$ cat src/rtl/rggen_rtl_pkg.sv
// Shared types for the register-block host front end: access and status encodings,
// plus the adapter FSM state.
package rggen_rtl_pkg;

  localparam int RGGEN_ACCESS_DATA_BIT      = 0;
  localparam int RGGEN_ACCESS_NONPOSTED_BIT = 1;

  typedef enum logic [1:0] {
    RGGEN_WRITE        = 2'b11,
    RGGEN_READ         = 2'b10,
    RGGEN_POSTED_WRITE = 2'b01
  } rggen_access;

  typedef enum logic [1:0] {
    RGGEN_OKAY         = 2'b00,
    RGGEN_EXOKAY       = 2'b01,
    RGGEN_SLAVE_ERROR  = 2'b10,
    RGGEN_DECODE_ERROR = 2'b11
  } rggen_status;

  typedef enum logic [1:0] {
    IDLE    = 2'b00,
    BUSY    = 2'b01,
    RESPOND = 2'b10
  } rggen_adapter_state;

  function automatic rggen_status rggen_error_status(input bit error_status);
    return error_status ? RGGEN_DECODE_ERROR : RGGEN_OKAY;
  endfunction

endpackage

$ cat src/rtl/rggen_or_reducer.sv
// Masked OR of N packed WIDTH-bit entries; selects the hitting register's status/data
// without a priority mux, since at most one register may hit.
module rggen_or_reducer #(
  parameter int WIDTH = 1,
  parameter int N     = 1
) (
  input  logic [N-1:0]       select_i,
  input  logic [WIDTH*N-1:0] data_i,
  output logic [WIDTH-1:0]   data_o
);

  always_comb begin
    data_o = '0;
    for (int i = 0; i < N; i++) begin
      if (select_i[i]) begin
        data_o = data_o | data_i[i*WIDTH+:WIDTH];
      end
    end
  end

endmodule

$ cat src/rtl/rggen_adapter_core.sv
// Host-side adapter: range-checks and latches one host request, broadcasts it to the
// register decoders and returns a single-cycle response strobe.
module rggen_adapter_core
  import rggen_rtl_pkg::*;
#(
  parameter int                     ADDRESS_WIDTH       = 8,
  parameter int                     LOCAL_ADDRESS_WIDTH = 8,
  parameter int                     BUS_WIDTH           = 32,
  parameter int                     REGISTERS           = 1,
  parameter bit [ADDRESS_WIDTH-1:0] BASE_ADDRESS        = '0,
  parameter int                     BYTE_SIZE           = 256,
  parameter bit                     ERROR_STATUS        = 1'b0,
  parameter int                     TIMEOUT             = 0
) (
  input  logic                           i_clk,
  input  logic                           i_rst,
  input  logic                           i_valid,
  input  rggen_access                    i_access,
  input  logic [ADDRESS_WIDTH-1:0]       i_address,
  input  logic [BUS_WIDTH-1:0]           i_write_data,
  input  logic [BUS_WIDTH/8-1:0]         i_strobe,
  output logic                           o_ready,
  output rggen_status                    o_status,
  output logic [BUS_WIDTH-1:0]           o_read_data,
  output logic                           o_register_valid,
  output rggen_access                    o_register_access,
  output logic [LOCAL_ADDRESS_WIDTH-1:0] o_register_address,
  output logic [BUS_WIDTH-1:0]           o_register_write_data,
  output logic [BUS_WIDTH/8-1:0]         o_register_strobe,
  input  logic [REGISTERS-1:0]           i_register_active,
  input  logic [REGISTERS-1:0]           i_register_ready,
  input  logic [2*REGISTERS-1:0]         i_register_status,
  input  logic [BUS_WIDTH*REGISTERS-1:0] i_register_read_data
);

  localparam int                OFS_W      = ADDRESS_WIDTH + 1;
  localparam int                CNT_W      = (TIMEOUT > 0) ? $clog2(TIMEOUT + 1) : 1;
  localparam logic [OFS_W-1:0]  SPAN       = OFS_W'(BYTE_SIZE);
  localparam logic [CNT_W-1:0]  CNT_LAST   = (TIMEOUT > 0) ? CNT_W'(TIMEOUT - 1) : '0;
  localparam rggen_status       ERR_STATUS = rggen_error_status(ERROR_STATUS);

  rggen_adapter_state             state_q, state_d;
  logic [1:0]                     access_q, access_d;
  logic [LOCAL_ADDRESS_WIDTH-1:0] address_q, address_d;
  logic [BUS_WIDTH-1:0]           write_data_q, write_data_d;
  logic [BUS_WIDTH/8-1:0]         strobe_q, strobe_d;
  rggen_status                    status_q, status_d;
  logic [BUS_WIDTH-1:0]           read_data_q, read_data_d;
  logic [CNT_W-1:0]               cnt_q, cnt_d;

  logic [OFS_W-1:0]     offset;
  logic                 in_range;
  logic [REGISTERS-1:0] hit_mask;
  logic                 hit;
  logic                 no_active;
  logic                 timed_out;
  logic [1:0]           sel_status;
  logic [BUS_WIDTH-1:0] sel_data;

  // One extra bit keeps addresses below the base from wrapping into range.
  assign offset    = {1'b0, i_address} - {1'b0, BASE_ADDRESS};
  assign in_range  = !offset[ADDRESS_WIDTH] && (offset < SPAN);
  assign hit_mask  = i_register_active & i_register_ready;
  assign hit       = |hit_mask;
  assign no_active = ~|i_register_active;
  assign timed_out = (TIMEOUT > 0) && (cnt_q == CNT_LAST);

  rggen_or_reducer #(
    .WIDTH (2),
    .N     (REGISTERS)
  ) u_status_reducer (
    .select_i (hit_mask),
    .data_i   (i_register_status),
    .data_o   (sel_status)
  );

  rggen_or_reducer #(
    .WIDTH (BUS_WIDTH),
    .N     (REGISTERS)
  ) u_data_reducer (
    .select_i (hit_mask),
    .data_i   (i_register_read_data),
    .data_o   (sel_data)
  );

  always_ff @(posedge i_clk) begin
    if (i_rst) begin
      state_q <= IDLE;
    end else begin
      state_q <= state_d;
    end
  end

  always_comb begin
    state_d = state_q;
    case (state_q)
      IDLE: begin
        if (i_valid) begin
          state_d = in_range ? BUSY : RESPOND;
        end
      end
      BUSY: begin
        if (hit || no_active || timed_out) begin
          state_d = RESPOND;
        end
      end
      RESPOND: state_d = IDLE;
      default: state_d = IDLE;
    endcase
  end

  always_comb begin
    o_ready          = (state_q == RESPOND);
    o_register_valid = (state_q == BUSY);
  end

  always_comb begin
    access_d     = access_q;
    address_d    = address_q;
    write_data_d = write_data_q;
    strobe_d     = strobe_q;
    status_d     = status_q;
    read_data_d  = read_data_q;
    cnt_d        = cnt_q;
    case (state_q)
      IDLE: begin
        if (i_valid) begin
          access_d     = i_access;
          address_d    = i_address[LOCAL_ADDRESS_WIDTH-1:0];
          write_data_d = i_write_data;
          strobe_d     = i_strobe;
          cnt_d        = '0;
          if (!in_range) begin
            status_d    = ERR_STATUS;
            read_data_d = '0;
          end
        end
      end
      BUSY: begin
        if (cnt_q != {CNT_W{1'b1}}) begin
          cnt_d = cnt_q + 1'b1;
        end
        // A real hit wins over a timeout expiring in the same cycle.
        if (hit) begin
          status_d    = rggen_status'(sel_status);
          read_data_d = access_q[RGGEN_ACCESS_DATA_BIT] ? '0 : sel_data;
        end else if (no_active) begin
          status_d    = ERR_STATUS;
          read_data_d = '0;
        end else if (timed_out) begin
          status_d    = RGGEN_SLAVE_ERROR;
          read_data_d = '0;
        end
      end
      default: ;
    endcase
  end

  always_ff @(posedge i_clk) begin
    if (i_rst) begin
      access_q     <= '0;
      address_q    <= '0;
      write_data_q <= '0;
      strobe_q     <= '0;
      status_q     <= RGGEN_OKAY;
      read_data_q  <= '0;
      cnt_q        <= '0;
    end else begin
      access_q     <= access_d;
      address_q    <= address_d;
      write_data_q <= write_data_d;
      strobe_q     <= strobe_d;
      status_q     <= status_d;
      read_data_q  <= read_data_d;
      cnt_q        <= cnt_d;
    end
  end

  assign o_status              = status_q;
  assign o_read_data           = read_data_q;
  assign o_register_access     = rggen_access'(access_q);
  assign o_register_address    = address_q;
  assign o_register_write_data = write_data_q;
  assign o_register_strobe     = strobe_q;

`ifdef RGGEN_ENABLE_SVA
  ast_single_active: assert property (@(posedge i_clk) disable iff (i_rst)
    (state_q == BUSY) |-> $onehot0(i_register_active));
`endif

endmodule

$ cat config.mk
export PLATFORM = sky130hd
export DESIGN_NAME = rggen_adapter_core
export DESIGN_NICKNAME = d
export VERILOG_FILES = /design/src/rtl/rggen_rtl_pkg.sv /design/src/rtl/rggen_or_reducer.sv /design/src/rtl/rggen_adapter_core.sv
export SDC_FILE = /design/constraint.sdc
export NUM_CORES = 1
export LEC_CHECK = 0
export CAP_MARGIN = 5
export CORE_MARGIN = 2
export CORE_UTILIZATION = 45
export CTS_BUF_LIST = sky130_fd_sc_hd__clkbuf_4
export CTS_CLUSTER_SIZE = 16
export DETAILED_ROUTE_END_ITERATION = 7
export GPL_ROUTABILITY_DRIVEN = 0
export PLACE_DENSITY = 0.86
export REMOVE_ABC_BUFFERS = 1
export SYNTH_ARGS = -nofsm -noshare
export SYNTH_HDL_FRONTEND = slang
export SYNTH_HIERARCHICAL = 1
export SYNTH_SLANG_ARGS = --single-unit
$ cat constraint.sdc
create_clock -name i_clk -period 3.2 [get_ports i_clk]
set_clock_uncertainty 0.05 [all_clocks]
set_input_delay 0.64 -clock i_clk [delete_from_list [all_inputs] [get_ports i_clk]]
set_output_delay 0.64 -clock i_clk [all_outputs]
set_load 0.01 [all_outputs]
==> impl_metrics.env, run 1 <==
export IMPL_status="finished, final reports clean"
export IMPL_finalSetupViolCount=0
export IMPL_fp_dieW_um=90.4
export IMPL_coreArea_um2=7250
export IMPL_firstDrtPassIters=4
export IMPL_post_place_ws_ns=1.01
export IMPL_slowest_delay_ns=0.56
export IMPL_cp_top_family="buffers and inverters"
export IMPL_cp_start_kind="flip-flop"
export IMPL_wl_per_cell_um=15.3
export IMPL_p_total_mw=2.08
export IMPL_placed_cells=594
export IMPL_ant_nets=0
export IMPL_worstHoldPathType="flip-flop to flip-flop"
export IMPL_muxShareOfSynthArea_pct=13.7
export IMPL_path_max_fanout=3
export IMPL_min_period_over_period_pct=70.7
export IMPL_viasPerCell=5.17
export IMPL_setup_ws_ns=0.939
export IMPL_cts_setup_buffers=0
export IMPL_peakVddDrop_mv=0.306
export IMPL_powerDensity_nw_per_um2=404
export IMPL_fillers=559
export IMPL_io_buffers=166
export IMPL_cap_violations=0
export IMPL_synth_seq_area_share_pct=48.9
export IMPL_clockBufferDepth=2
export IMPL_synth_simple_gate_area_share_pct=20.7
export IMPL_wirelength_um=9360
export IMPL_grt_start_max_net_pins=48
export IMPL_synth_adder_area_share_pct=0
export IMPL_path_cells="nand2b_1 -> clkinv_2 -> clkdlybuf4s50_1"
export IMPL_tns_ns=0
export IMPL_synthesis_area_um2=3360
export IMPL_overflow=0
export IMPL_place_area_um2=5020
export IMPL_cts_resized=0
export IMPL_timing_slew_headroom_pct=49.0
export IMPL_report_final_slew_viol_count=0
export IMPL_area_growth_syn_to_layout_pct=53.6
export IMPL_drc=0
export IMPL_io_pins=167
export IMPL_drtIter0Drc=123
export IMPL_min_from="o_read_data[3]$_SDFFE_PP0P_"
export IMPL_p_leak_nw=1.92
export IMPL_clock_sinks=82
export IMPL_crit_start="state_q[1]$_SDFFE_PP0P_"
export IMPL_synth_compound_area_share_pct=10.3
export IMPL_crit_required_ns=2.51
export IMPL_num_rows=31
export IMPL_fin_area_um2=5160
export IMPL_die_h_um=90.4
export IMPL_ys_warn_count=6
export IMPL_antenna_found_initial=0
export IMPL_clk_pin_slew_ns=0.13
export IMPL_track_usage_pct=22.6
export IMPL_rsz0062_at_grt="no"
export IMPL_syn_avg_cell_area_um2=9.44
export IMPL_grt_pass1_wl_um=15300
export IMPL_synthDistinctLibCells=23
export IMPL_period_minus_slack_ns=2.26
export IMPL_critical_path_arrival_ns=1.57
export IMPL_vias=3154
export IMPL_worstSkewPairLatency_ns=0.40
export IMPL_hold_buffers=0
export IMPL_cp_slowest_cell="clkdlybuf4s50_1"
export IMPL_dpl_hpwl_um=6420
export IMPL_path_class="flip-flop to primary output"
export IMPL_cts_root_buf="clkbuf_4"
export IMPL_cts_tree="done"
export IMPL_hold_viol=0
export IMPL_n_antenna_cell=0
export IMPL_final_cells=610
export IMPL_timing_rr_start="state_q[1]$_SDFFE_PP0P_"
export IMPL_dieArea_um2=8170
export IMPL_synth_top_family_by_area="simple AND/OR/NAND/NOR gates"
export IMPL_netlist_instances=356
export IMPL_endpoint_kind="primary output"
export IMPL_worst_pin_slew_ns=0.765
export IMPL_grt_pass1_vias=3140
export IMPL_initial_core_util_pct=46.3
export IMPL_tritoncts_num_buffers=9
export IMPL_cts_max_level=3
export IMPL_drive_above_1_share_pct=11.4
export IMPL_synthXorXnorAreaFrac_pct=0
export IMPL_synth_seq_cells=82
export IMPL_final_nets=591
export IMPL_fmax_mhz=442
export IMPL_cp_num_buf_inv=2
[layout by cell type (no fill, tap or decap)]
cell	Yosys	routed
nand3_1	3	3
clkbuf_4	0	9
bufinv_16	0	1
nor2_1	47	47
dfxtp_1	82	82
clkinv_2	1	2
nor2b_1	2	1
a21oi_1	35	35
nor3b_4	0	1
nand4_1	31	31
clkinv_4	0	2
clkdlybuf4s50_1	0	165
buf_12	0	2
and2_1	3	3
and3b_1	1	1
buf_4	3	6
o21ai_1	14	14
nand2b_1	2	2
o21ai_0	20	20
buf_2	13	1
inv_6	0	1
mux2i_1	46	46
clkinv_1	0	2
nor2b_2	0	1
and2_2	32	32
nor3_1	1	1
[through the flow]
step	util (%)	hold slack, ns
final	71.1	0.431
after CTS	71.1	0.432
after detailed placement	69.2	0.414
after global routing	71.1	0.455
after floorplan	-	0.438
after global placement	69.2	0.407
[worst min-delay path: cells and delay by family, from the launching register on]
| family | cells | cell delay (ns) |
|---|---|---|
| AOI/OAI and AO/OA | 2 | 0.12 |
| DFF | 1 | 0.33 |
[cell usage after synthesis]
| library cell | instances | area, µm² |
|---|---|---|
| buf_4 | 3 | 22.5 |
| clkinv_2 | 1 | 5.00 |
| nor2_1 | 47 | 176 |
| clkbuf_1 | 8 | 30.0 |
| and2_1 | 3 | 18.8 |
| nor3_1 | 1 | 5.00 |
| dfxtp_1 | 82 | 1640 |
| nor2b_1 | 2 | 12.5 |
| a21oi_1 | 35 | 175 |
| nand3_1 | 3 | 15.0 |
| nand4_1 | 31 | 194 |
| nand2b_1 | 2 | 12.5 |
| mux2i_1 | 46 | 460 |
| buf_8 | 3 | 45.0 |
| buf_6 | 2 | 22.5 |
| and2_2 | 32 | 240 |
| buf_2 | 13 | 65.1 |
| o21ai_0 | 20 | 100 |
| o21ai_1 | 14 | 70.1 |
| clkbuf_2 | 3 | 15.0 |
| buf_1 | 3 | 11.3 |
| nor3b_2 | 1 | 12.5 |
| and3b_1 | 1 | 8.76 |
[flip-flops by register name (all words and copies together), names as in the netlist]
name and count:
o_register_strobe 4, state_q 2, o_read_data 32, o_register_write_data 32, o_register_access 2, o_status 2, o_register_address 8
[area by class of cell]
cell class | count | area, µm² | share of cell area [%]
Tap cell | 99 | 124 | 2.40
Inverter | 1 | 5.00 | 0.0970
Timing Repair Buffer | 174 | 1740 | 33.8
Sequential cell | 82 | 1640 | 31.8
Clock inverter | 7 | 68.8 | 1.33
Multi-Input combinational cell | 238 | 1510 | 29.3
Clock buffer | 9 | 67.6 | 1.31
[worst paths after layout]
check / to / slack [ns] / depth (start not counted)
worst max-delay path: o_register_valid / 0.94 / 3
worst max register to register: o_register_write_data[30]$_SDFFE_PP0P_ / 1.78 / 4
worst min-delay path: o_read_data[3]$_SDFFE_PP0P_ / 0.43 / 2
worst min register to register: o_read_data[3]$_SDFFE_PP0P_ / 0.43 / 2
[power by group]
part	internal, mW	switching, mW	leakage (nW)	total, mW
sequential	1.06	0.0246	0.669	1.09
clock	0.238	0.354	0.0754	0.592
combinational	0.232	0.172	1.18	0.404
total	1.53	0.550	1.92	2.08
[per-layer routing]
layer	vias up	part of all wire, %	track usage [%]
li1	1529	-	-
met1	1475	42	28.1
met2	146	48	36.8
met3	4	9.7	7.93
met4	0	0.50	7.18
met5	-	0	0
[cells by family (layout without fill, tap and decap cells)]
family,Yosys count,after routing
multiplexers,46,46
AO/OA/AOI/OAI,69,69
buffers and inverters,36,191
flip-flops,82,82
AND/OR/NAND/NOR,123,123
Note: power is estimated with default switching activity, not from simulation.
==> inputs of run 2 (changes only) <==
--- a/config.mk
+++ b/config.mk
@@ -7,12 +7,12 @@
 export LEC_CHECK = 0
 export CAP_MARGIN = 5
 export CORE_MARGIN = 2
-export CORE_UTILIZATION = 45
+export CORE_UTILIZATION = 41
 export CTS_BUF_LIST = sky130_fd_sc_hd__clkbuf_4
 export CTS_CLUSTER_SIZE = 16
 export DETAILED_ROUTE_END_ITERATION = 7
 export GPL_ROUTABILITY_DRIVEN = 0
-export PLACE_DENSITY = 0.86
+export PLACE_DENSITY = 0.8
 export REMOVE_ABC_BUFFERS = 1
 export SYNTH_ARGS = -nofsm -noshare
 export SYNTH_HDL_FRONTEND = slang
==> constraint.sdc (replaced) <==
create_clock -name i_clk -period 2.2 [get_ports i_clk]
set_clock_uncertainty 0.05 [all_clocks]
set_input_delay 0.44 -clock i_clk [delete_from_list [all_inputs] [get_ports i_clk]]
set_output_delay 0.44 -clock i_clk [all_outputs]
set_load 0.01 [all_outputs]
==> run 2 against run 1 <==
  * Routed wire length grew 0.21%
  * Global-route usage shrank 1.8 points
  * Combinational power grew 48%
  * Clock-buffer cell count grew 1
  * Die area grew 9.3%
  * Flip-flop and latch count is the same
  * Register-to-register slack lost 1.0 ns
==> impl_metrics.env, run 2 (synthesis results as in run 1) <==
export IMPL_cts_setup_buffers=0
export IMPL_path_max_fanout=3
export IMPL_grt_use_met1_pct=22.9
export IMPL_antenna_found_initial=0
export IMPL_wl_per_cell_um=15.1
export IMPL_holdWs_ns=0.434
export IMPL_worstHoldPathType="input port to flip-flop"
export IMPL_min_from="i_rst"
export IMPL_io_pins=167
export IMPL_cts_max_level=3
export IMPL_cp_top_family="buffers and inverters"
export IMPL_endpoint_kind="primary output"
export IMPL_ant_nets=0
export IMPL_clockBufferDepth=2
export IMPL_tritoncts_num_buffers=9
export IMPL_min_path_cells=3
export IMPL_drtIter0Drc=129
export IMPL_hold_viol=0
export IMPL_rsz0062_at_grt="no"
export IMPL_report_final_slew_viol_count=0
export IMPL_track_usage_pct=20.8
export IMPL_initial_core_util_pct=41.5
export IMPL_wirelength_um=9380
export IMPL_period_minus_slack_ns=2.06
export IMPL_dpl_hpwl_um=6790
export IMPL_clk_pin_slew_ns=0.14
export IMPL_min_period_over_period_pct=93.4
export IMPL_grt_pass1_vias=3133
export IMPL_final_nets=596
export IMPL_finalSetupViolCount=0
export IMPL_vias=3181
export IMPL_final_cells=621
export IMPL_grt_use_met3_pct=9.34
export IMPL_timing_rr_start="state_q[1]$_SDFFE_PP0P_"
export IMPL_final_common_cell="clkdlybuf4s50_1"
export IMPL_drc=0
export IMPL_path_class="flip-flop to primary output"
export IMPL_reg2regPathDepth=5
export IMPL_hold_buffers=0
export IMPL_dieArea_um2=8930
export IMPL_cp_start_kind="flip-flop"
export IMPL_status="finished, final reports clean"
export IMPL_timing_rr_end="o_read_data[9]$_SDFFE_PP0P_"
export IMPL_drive_above_1_share_pct=12.6
export IMPL_cp_num_buf_inv=2
export IMPL_coreArea_um2=8090
export IMPL_slowest_delay_ns=0.56
export IMPL_final_util_pct=64.3
export IMPL_crit_required_ns=1.71
export IMPL_io_buffers=166
export IMPL_r2r_slack_ns=0.78
export IMPL_cts_root_buf="clkbuf_4"
export IMPL_fp_dieW_um=94.5
export IMPL_p_total_mw=2.97
export IMPL_p_leak_nw=1.94
export IMPL_placed_cells=605
export IMPL_n_antenna_cell=0
export IMPL_use_met2_pct=34.9
export IMPL_area_growth_syn_to_layout_pct=54.9
export IMPL_cts_tree="done"
export IMPL_timing_slew_headroom_pct=75.3
export IMPL_worst_pin_slew_ns=0.371
export IMPL_num_rows=33
export IMPL_overflow=0
export IMPL_grt_pass1_wl_um=14600
export IMPL_final_cell_mix="clkdlybuf4s50_1, dfxtp_1, nor2_1"
export IMPL_worstSkewPairLatency_ns=0.41
export IMPL_min_to="o_register_address[3]$_SDFFE_PP0P_"
export IMPL_path_cells="nand2b_1 -> clkinv_2 -> clkdlybuf4s50_1"
export IMPL_clock_sinks=82
export IMPL_fmax_mhz=487
export IMPL_cts_resized=0
export IMPL_top_usage_layer="met2"
export IMPL_die_h_um=94.5
export IMPL_firstDrtPassIters=7
export IMPL_grt_start_max_net_pins=83
export IMPL_cap_violations=0
export IMPL_tns_ns=0
export IMPL_peakVddDrop_mv=0.420
export IMPL_cp_slowest_cell="clkdlybuf4s50_1"
export IMPL_viasPerCell=5.12
export IMPL_powerDensity_nw_per_um2=571
export IMPL_critical_path_arrival_ns=1.57
## run 2: worst max path at each step
stage	startpoint	cells after the start	slack, ns	end
after floorplan	i_valid	3	-1.34	o_register_access[0]$_SDFFE_PP0P_
after global placement	i_valid	5	0.28	o_register_address[0]$_SDFFE_PP0P_
after detailed placement	i_valid	5	0.24	o_register_write_data[11]$_SDFFE_PP0P_
after CTS	state_q[1]$_SDFFE_PP0P_	3	0.1	o_register_valid
after global routing	state_q[0]$_SDFFE_PP0P_	3	0.04	o_register_valid
final	state_q[1]$_SDFFE_PP0P_	3	0.14	o_register_valid
## run 2: area by class of cell
type	count	area, µm²
clock buffers	10	75.1
clock inverters	6	50.0
fillers	688	2890
inverters	1	5.00
multi-input cells	238	1510
flip-flops and latches	82	1640
well taps	105	131
repair buffers	179	1790
## run 2: metal layers
metal / part of all wire, % / routed length, µm
met1: 39 / 3650
met2: 48 / 4520
met3: 11 / 1040
met4: 1.9 / 180
met5: 0 / 0
## run 2: worst min-delay path, stage by stage
cell	delay, ns
buf_2	0.12
buf_12	0.19
nor2_1	0.12
## run 2: report_power, final
part	switching (mW)	internal, mW
Combinational	0.251	0.348
Clock	0.534	0.257
Sequential	0.0339	1.55
## run 2: stage by stage
| step | instance area (µm²) | worst slack [ns] |
|---|---|---|
| 3_5_place_dp | 5080 | 0.241 |
| 3_3_place_gp | 5080 | 0.279 |
| 6_report | 5200 | 0.145 |
| 4_1_cts | 5200 | 0.0999 |
| 2_1_floorplan | 3150 | -1.34 |
| 5_1_grt | 5200 | 0.0447 |
==> inputs of run 3 (changes only) <==
--- a/config.mk
+++ b/config.mk
@@ -5,7 +5,7 @@
 export SDC_FILE = /design/constraint.sdc
 export NUM_CORES = 1
 export LEC_CHECK = 0
-export CAP_MARGIN = 5
+export CAP_MARGIN = 15
 export CORE_MARGIN = 2
 export CORE_UTILIZATION = 41
 export CTS_BUF_LIST = sky130_fd_sc_hd__clkbuf_4
==> results of run 3 <==
Final layout, timing and power as in run 2 (identical DEF).
